<file path="config.mk">
export PLATFORM = sky130hd
export DESIGN_NAME = apb_cmd_dispatcher_flat
export DESIGN_NICKNAME = d
export VERILOG_FILES = /design/src/rtl/apb_sys_pkg.sv /design/src/rtl/apb_cmd_dispatcher_if.sv /design/src/rtl/apb_timeout_ctr.sv /design/src/rtl/apb_cmd_dispatcher.sv /design/src/flat_wrapper.sv
export SDC_FILE = /design/constraint.sdc
export NUM_CORES = 1
export LEC_CHECK = 0
export CORE_MARGIN = 8
export CORE_UTILIZATION = 30
export CTS_CLUSTER_DIAMETER = 200
export DETAILED_ROUTE_END_ITERATION = 8
export GPL_ROUTABILITY_DRIVEN = 0
export GPL_TIMING_DRIVEN = 0
export PLACE_DENSITY_LB_ADDON = 0.15
export SETUP_SLACK_MARGIN = 0.15
export SYNTH_ARGS = -nofsm -noshare
export SYNTH_HDL_FRONTEND = slang
export SYNTH_SLANG_ARGS = --single-unit
</file>
<file path="constraint.sdc">
create_clock -name clk -period 2.3 [get_ports clk]
set_clock_uncertainty 0.05 [all_clocks]
set_input_delay 0.23 -clock clk [delete_from_list [all_inputs] [get_ports clk]]
set_output_delay 0.23 -clock clk [all_outputs]
set_load 0.01 [all_outputs]
</file>
<file path="src/rtl/apb_sys_pkg.sv">
// Shared definitions for both ends of the command FIFO: the command encoding and
// the dispatcher state enum.
package apb_sys_pkg;

   localparam logic [1:0] CMD_NOP   = 2'b00;
   localparam logic [1:0] CMD_READ  = 2'b01;
   localparam logic [1:0] CMD_WRITE = 2'b10;

   typedef enum logic [1:0] {
      IDLE,
      FETCH,
      SETUP,
      ACCESS
   } disp_state_t;

   function automatic logic is_xfer_cmd(input logic [1:0] cmd);
      return (cmd == CMD_READ) || (cmd == CMD_WRITE);
   endfunction

endpackage

</file>
<file path="src/rtl/apb_cmd_dispatcher_if.sv">
// APB bus bundle between the command dispatcher (master) and a peripheral (slave).
interface apb_cmd_dispatcher_if #(
   parameter int ADDR_W = 32,
   parameter int DATA_W = 32
);
   logic              psel;
   logic              penable;
   logic              pwrite;
   logic [ADDR_W-1:0] paddr;
   logic [DATA_W-1:0] pwdata;
   logic              pready;
   logic [DATA_W-1:0] prdata;
   logic              pslverr;

   modport master (
      output psel, penable, pwrite, paddr, pwdata,
      input  pready, prdata, pslverr
   );

   modport slave (
      input  psel, penable, pwrite, paddr, pwdata,
      output pready, prdata, pslverr
   );
endinterface

</file>
<file path="src/rtl/apb_timeout_ctr.sv">
// ACCESS-phase wait counter for the dispatcher; only instantiated when
// APB_TIMEOUT_EN is defined. expire flags the last permitted stalled cycle.
module apb_timeout_ctr #(
   parameter int TIMEOUT_CYC = 16
) (
   input  logic clk,
   input  logic reset_n,
   input  logic load,
   input  logic count,
   output logic expire
);
   localparam int W = $clog2(TIMEOUT_CYC + 1);

   logic [W-1:0] cnt_reg;

   always_ff @(posedge clk) begin
      if (!reset_n || load) begin
         cnt_reg <= '0;
      end else if (count) begin
         cnt_reg <= cnt_reg + W'(1);
      end
   end

   assign expire = count && (cnt_reg == W'(TIMEOUT_CYC - 1));
endmodule

</file>
<file path="src/rtl/apb_cmd_dispatcher.sv">
// Pops NOP/READ/WRITE commands from the arbiter FIFO and runs each READ/WRITE as one
// APB transfer. Optional ACCESS-phase abort is enabled by defining APB_TIMEOUT_EN.
module apb_cmd_dispatcher
   import apb_sys_pkg::*;
#(
   parameter int                ADDR_W      = 32,
   parameter int                DATA_W      = 32,
   parameter logic [ADDR_W-1:0] BASE_ADDR   = '0,
   parameter int                ADDR_STEP   = 4,
   parameter int                TIMEOUT_CYC = 16
) (
   input  logic                 clk,
   input  logic                 reset_n,
   input  logic                 fifo_empty,
   output logic                 fifo_rd_en,
   input  logic [1:0]           fifo_data,
   apb_cmd_dispatcher_if.master apb,
   output logic [DATA_W-1:0]    rd_data,
   output logic                 rd_valid,
   output logic                 done,
   output logic                 err,
   output logic                 busy
);

   disp_state_t       state_reg, state_next;
   logic              fetch_vld_reg, fetch_vld_next;
   logic              fifo_rd_en_reg, fifo_rd_en_next;
   logic              psel_reg, psel_next;
   logic              penable_reg, penable_next;
   logic              pwrite_reg, pwrite_next;
   logic [ADDR_W-1:0] paddr_reg, paddr_next;
   logic [DATA_W-1:0] pwdata_reg, pwdata_next;
   logic [DATA_W-1:0] rd_data_reg, rd_data_next;
   logic              rd_valid_reg, rd_valid_next;
   logic              done_reg, done_next;
   logic              err_reg, err_next;
   logic              busy_reg, busy_next;
   logic [ADDR_W-1:0] addr_ptr_reg, addr_ptr_next;
   logic [DATA_W-1:0] wr_cnt_reg, wr_cnt_next;
   logic              tmo_expire;

`ifdef APB_TIMEOUT_EN
   apb_timeout_ctr #(
      .TIMEOUT_CYC (TIMEOUT_CYC)
   ) u_timeout_ctr (
      .clk     (clk),
      .reset_n (reset_n),
      .load    (state_reg == SETUP),
      .count   ((state_reg == ACCESS) && !apb.pready),
      .expire  (tmo_expire)
   );
`else
   assign tmo_expire = 1'b0;
`endif

   always_ff @(posedge clk) begin
      if (!reset_n) begin
         state_reg      <= IDLE;
         fetch_vld_reg  <= 1'b0;
         fifo_rd_en_reg <= 1'b0;
         psel_reg       <= 1'b0;
         penable_reg    <= 1'b0;
         pwrite_reg     <= 1'b0;
         paddr_reg      <= BASE_ADDR;
         pwdata_reg     <= '0;
         rd_data_reg    <= '0;
         rd_valid_reg   <= 1'b0;
         done_reg       <= 1'b0;
         err_reg        <= 1'b0;
         busy_reg       <= 1'b0;
         addr_ptr_reg   <= BASE_ADDR;
         wr_cnt_reg     <= '0;
      end else begin
         state_reg      <= state_next;
         fetch_vld_reg  <= fetch_vld_next;
         fifo_rd_en_reg <= fifo_rd_en_next;
         psel_reg       <= psel_next;
         penable_reg    <= penable_next;
         pwrite_reg     <= pwrite_next;
         paddr_reg      <= paddr_next;
         pwdata_reg     <= pwdata_next;
         rd_data_reg    <= rd_data_next;
         rd_valid_reg   <= rd_valid_next;
         done_reg       <= done_next;
         err_reg        <= err_next;
         busy_reg       <= busy_next;
         addr_ptr_reg   <= addr_ptr_next;
         wr_cnt_reg     <= wr_cnt_next;
      end
   end

   always_comb begin
      state_next      = state_reg;
      // The FIFO presents data the cycle after the pop strobe, so FETCH waits one cycle.
      fetch_vld_next  = fifo_rd_en_reg;
      fifo_rd_en_next = 1'b0;
      psel_next       = psel_reg;
      penable_next    = penable_reg;
      pwrite_next     = pwrite_reg;
      paddr_next      = paddr_reg;
      pwdata_next     = pwdata_reg;
      rd_data_next    = rd_data_reg;
      rd_valid_next   = 1'b0;
      done_next       = 1'b0;
      err_next        = 1'b0;
      addr_ptr_next   = addr_ptr_reg;
      wr_cnt_next     = wr_cnt_reg;

      case (state_reg)
         IDLE: begin
            if (!fifo_empty) begin
               fifo_rd_en_next = 1'b1;
               state_next      = FETCH;
            end
         end
         FETCH: begin
            if (fetch_vld_reg) begin
               if (is_xfer_cmd(fifo_data)) begin
                  psel_next    = 1'b1;
                  penable_next = 1'b0;
                  pwrite_next  = (fifo_data == CMD_WRITE);
                  paddr_next   = addr_ptr_reg;
                  if (fifo_data == CMD_WRITE) begin
                     pwdata_next = wr_cnt_reg;
                  end
                  state_next   = SETUP;
               end else begin
                  err_next   = (fifo_data != CMD_NOP);
                  state_next = IDLE;
               end
            end
         end
         SETUP: begin
            penable_next = 1'b1;
            state_next   = ACCESS;
         end
         ACCESS: begin
            if (apb.pready) begin
               psel_next     = 1'b0;
               penable_next  = 1'b0;
               done_next     = 1'b1;
               err_next      = apb.pslverr;
               if (pwrite_reg) begin
                  wr_cnt_next = wr_cnt_reg + DATA_W'(1);
               end else begin
                  rd_data_next  = apb.prdata;
                  rd_valid_next = 1'b1;
               end
               addr_ptr_next = addr_ptr_reg + ADDR_W'(ADDR_STEP);
               state_next    = IDLE;
            end else if (tmo_expire) begin
               // Abort still consumes the address slot so later commands stay aligned.
               psel_next     = 1'b0;
               penable_next  = 1'b0;
               err_next      = 1'b1;
               addr_ptr_next = addr_ptr_reg + ADDR_W'(ADDR_STEP);
               state_next    = IDLE;
            end
         end
         default: state_next = IDLE;
      endcase

      busy_next = (state_next != IDLE);
   end

   assign fifo_rd_en  = fifo_rd_en_reg;
   assign apb.psel    = psel_reg;
   assign apb.penable = penable_reg;
   assign apb.pwrite  = pwrite_reg;
   assign apb.paddr   = paddr_reg;
   assign apb.pwdata  = pwdata_reg;
   assign rd_data     = rd_data_reg;
   assign rd_valid    = rd_valid_reg;
   assign done        = done_reg;
   assign err         = err_reg;
   assign busy        = busy_reg;

endmodule

</file>
<file path="src/flat_wrapper.sv">
// flat-port wrapper written by rule: the top's interface ports become plain ports
module apb_cmd_dispatcher_flat import apb_sys_pkg::*;
#(
   parameter int                ADDR_W      = 32,
   parameter int                DATA_W      = 32,
   parameter logic [ADDR_W-1:0] BASE_ADDR   = '0,
   parameter int                ADDR_STEP   = 4,
   parameter int                TIMEOUT_CYC = 16
)
  (clk, reset_n, fifo_empty, fifo_rd_en, fifo_data, rd_data, rd_valid, done, err, busy, apb_psel, apb_penable, apb_pwrite, apb_paddr, apb_pwdata, apb_pready, apb_prdata, apb_pslverr);
  apb_cmd_dispatcher_if #(.ADDR_W(ADDR_W), .DATA_W(DATA_W)) apb_i ();
  input  logic clk;
  input  logic reset_n;
  input  logic fifo_empty;
  output logic fifo_rd_en;
  input  logic [1:0] fifo_data;
  output logic [DATA_W-1:0] rd_data;
  output logic rd_valid;
  output logic done;
  output logic err;
  output logic busy;
  output wire logic [$bits(apb_i.psel)-1:0] apb_psel;
  output wire logic [$bits(apb_i.penable)-1:0] apb_penable;
  output wire logic [$bits(apb_i.pwrite)-1:0] apb_pwrite;
  output wire logic [$bits(apb_i.paddr)-1:0] apb_paddr;
  output wire logic [$bits(apb_i.pwdata)-1:0] apb_pwdata;
  input wire logic [$bits(apb_i.pready)-1:0] apb_pready;
  input wire logic [$bits(apb_i.prdata)-1:0] apb_prdata;
  input wire logic [$bits(apb_i.pslverr)-1:0] apb_pslverr;
  assign apb_psel = apb_i.psel;
  assign apb_penable = apb_i.penable;
  assign apb_pwrite = apb_i.pwrite;
  assign apb_paddr = apb_i.paddr;
  assign apb_pwdata = apb_i.pwdata;
  assign apb_i.pready = apb_pready;
  assign apb_i.prdata = apb_prdata;
  assign apb_i.pslverr = apb_pslverr;
  apb_cmd_dispatcher #(.ADDR_W(ADDR_W), .DATA_W(DATA_W), .BASE_ADDR(BASE_ADDR), .ADDR_STEP(ADDR_STEP), .TIMEOUT_CYC(TIMEOUT_CYC)) u_core (.clk(clk), .reset_n(reset_n), .fifo_empty(fifo_empty), .fifo_rd_en(fifo_rd_en), .fifo_data(fifo_data), .apb(apb_i), .rd_data(rd_data), .rd_valid(rd_valid), .done(done), .err(err), .busy(busy));
endmodule
</file>
==> results.tsv <==
stage	metric	value	unit
timing	worst_slew_pin_slew	744.8	ps
clock_tree	cts_hold_buffers	0	
floorplan	num_rows	53	
clock_tree	clock_latency	420	ps
timing	holdWs	302.4	ps
timing	finalCritPeriodShare	89.42	%
global_routing	overflow	0	
routing	vias	5618	
power_and_ir_drop	p_leak	3.085	nW
timing	setup_violations	0	
timing	fin_crit	2057	ps
clock_tree	cts_buffers	17	
global_routing	grt_pass1_vias	5537	
run_status	status	complete, no violations	
synth	synthFlopType	dfxtp_1	
synth	syn_area	6417	µm²
hold_path	hold_depth	3	
floorplan	die_x	162.3	µm
finish	drive_gt1_share	8.212	%
floorplan	core	21020	µm²
finish	nets	992	
routing	totalWireLength	18240	µm
clock_tree	cts_root_buf	clkbuf_16	
timing	finalHoldViolations	0	
power_and_ir_drop	power_density	694.2	nW/µm²
setup_path	crit_fanout	8	
floorplan	boundaryPins	143	
setup_path	crit_type	reg -> reg	
placed_design	place_inst	1196	
setup_path	cp-start-kind	flip-flop	
finish	layout.cells.non_filler	1237	
setup_path	crit_family	simple AND/OR/NAND/NOR gates	
placed_design	dp_hpwl	13410	µm
routing	vias_per_cell	4.542	
synth	seq_area_frac_synth	52.10	%
setup_path	end_kind	flip-flop	
timing	max-slew-margin-rel	50.35	%
routing	drcViolationCount	0	
finish	antennaDiodeCount	0	
setup_path	r2r.worst_path.cells	5	
clock_tree	clock-sinks	167	
global_routing	met2_usage	21.59	%
global_routing	gr-max-usage-layer	met2	
clock_tree	ctsLongestPathBuffers	2	
synth	ys_seq_elements	167	
global_routing	gr-usage-all-layers	13.99	%
global_routing	antenna_found_initial	1	
timing	setup_slack	243.3	ps
global_routing	grt_pass1_wl	29530	µm
finish	fillers	2155	
finish	final_util	42.77	%
global_routing	gr-usage-met1	17.74	%
routing	ant_nets	0	
run	maxCapViolCount	0	
synth	yosys.cell_types.count	36	
finish	final_cell_mix	214 x nand2_1, 165 x dfxtp_1, 140 x clkdlybuf4s50_1	
setup_path	slowest_delay	460	ps
setup_path	critPathBufInv	0	
power_and_ir_drop	ir_drop	0.4952	mV
clock_tree	cts_tree	done	
synth	syn_inst	780	
setup_path	r2r_start	u_core.addr_ptr_reg[6]	
placed_design	io_buffers	140	
floorplan	dieArea	26330	µm²
timing	fmax	486.2	MHz
synth	synth-edff-count	0	
setup_path	worstReg2RegEnd	u_core.addr_ptr_reg[31]	
timing	slew_viol_final	0	
routing	first_pass_iters	6	
global_routing	met3_usage	5.442	%
routing	wire_per_inst	14.75	µm
floorplan	die_h	162.3	µm
setup_path	cp_slowest_cell	nor3_4	
routing	first_iter_violations	266	
timing	rsz0062_at_grt	yes	
hold_path	hp-start	apb_prdata[8]	
hold_path	min_to	u_core.rd_data[8]	
setup_path	cp.arrival	2350	ps
synth	yosysWarnings	0	
floorplan	start_util	30.53	%
setup_path	path_cells	nand4_1, nor3_4, nand3_1, or3_1, a21oi_1	
clock_tree	cts_max_level	4	
clock_tree	clk_pin_slew_worst_paths	70	ps
timing	tns	0	ps
global_routing	grt_max_degree	17	
synth	async_flop_share	0	%
finish	area_growth	40.11	%
setup_path	timing.reg2reg.setup_slack	240	ps
hold_path	hold_path.class	in -> reg	
setup_path	worstPathRequired	2600	ps
placed_design	dp_slack	-620.2	ps
finish	final_common_cell	nand2_1	
synth	synth.avg_cell_area	8.227	µm²
report_power, final:
| group | switching [mW] | internal (mW) |
|---|---|---|
| Clock | 1.16 | 1.99 |
| Sequential | 0.00303 | 2.90 |
| Combinational | 0.103 | 0.0867 |
through the flow:
| step | instance area, µm² | total power [mW] |
|---|---|---|
| CTS | 8882 | 6.350 |
| global route | 8991 | 6.489 |
| floorplan | 6421 | 3.038 |
| finish | 8991 | 6.242 |
| global placement | 8167 | 3.157 |
| detailed placement | 8167 | 3.156 |
what timing repair did:
action | 4_1_cts | 5_1_grt
resized for setup | 9 | 24
endpoints found under the hold margin | 0 | 0
pin swaps | 2 | 2
buffers inserted | 2 | 7
endpoints found under the setup margin | 69 | 65
synthesized netlist by cell type (7+ instances only):
| cell type | count | area share (%) |
|---|---|---|
| xnor2_1 | 13 | 1.8 |
| inv_1 | 11 | 0.64 |
| xor2_1 | 41 | 5.6 |
| nor2_1 | 70 | 4.1 |
| nor4_1 | 9 | 0.88 |
| dfxtp_1 | 167 | 52 |
| nand2_1 | 214 | 13 |
| a21oi_1 | 104 | 8.1 |
| and3_1 | 7 | 0.68 |
| clkbuf_1 | 37 | 2.2 |
| nand4_1 | 28 | 2.7 |
| or3_1 | 8 | 0.78 |
| nand3_1 | 23 | 1.8 |
cell families after synthesis:
| group | count (synthesis) | synth area share (%) |
|---|---|---|
| xor gates and xnor gates | 54 | 7.370 |
| buffers and inverters | 56 | 3.802 |
| other | 1 | 0.05843 |
| adders and majority gates | 4 | 0.7799 |
| and+or+nand+nor | 385 | 26.96 |
| AOI/OAI and AO/OA | 112 | 8.774 |
| DFF | 167 | 52.10 |
| muxes | 1 | 0.1560 |
metal layers:
layer / vias up / part of all wire [%]
met4: 2 / 0.88
met3: 12 / 6.8
met1: 2560 / 48
li1: 2918 / -
met5: - / 0.071
met2: 126 / 44
worst max path at each step:
stage,from,end,cells after the start,slack (ps)
floorplan,u_core.wr_cnt_reg[0],u_core.wr_cnt_reg[28],6,390
global placement,fifo_data[0],u_core.apb.pwdata[12],9,-590
detailed placement,fifo_data[0],u_core.apb.pwdata[12],9,-620
CTS,apb_pready,u_core.addr_ptr_reg[31],6,120
global route,u_core.addr_ptr_reg[7],u_core.addr_ptr_reg[31],5,9
finish,u_core.addr_ptr_reg[6],u_core.addr_ptr_reg[31],5,240
cell type report:
cell class / instances / area [µm²] / area share [%]
Sequential cell: 167 / 3346 / 37.21
Multi-Input combinational cell: 558 / 2920 / 32.48
Timing Repair Buffer: 149 / 1469 / 16.34
Clock buffer: 21 / 460.4 / 5.121
Tap cell: 275 / 344.1 / 3.827
Buffer: 44 / 211.5 / 2.352
Clock inverter: 11 / 195.2 / 2.171
Inverter: 12 / 45.04 / 0.5010
worst register-to-register path, delay by kind of cell (launching register included):
kind	cells	cell delay (ps)
AND/OR/NAND/NOR	4	1370
flip-flops	1	420
AO/OA/AOI/OAI	1	140
No activity file was read; power rests on OpenSTA's default activity.
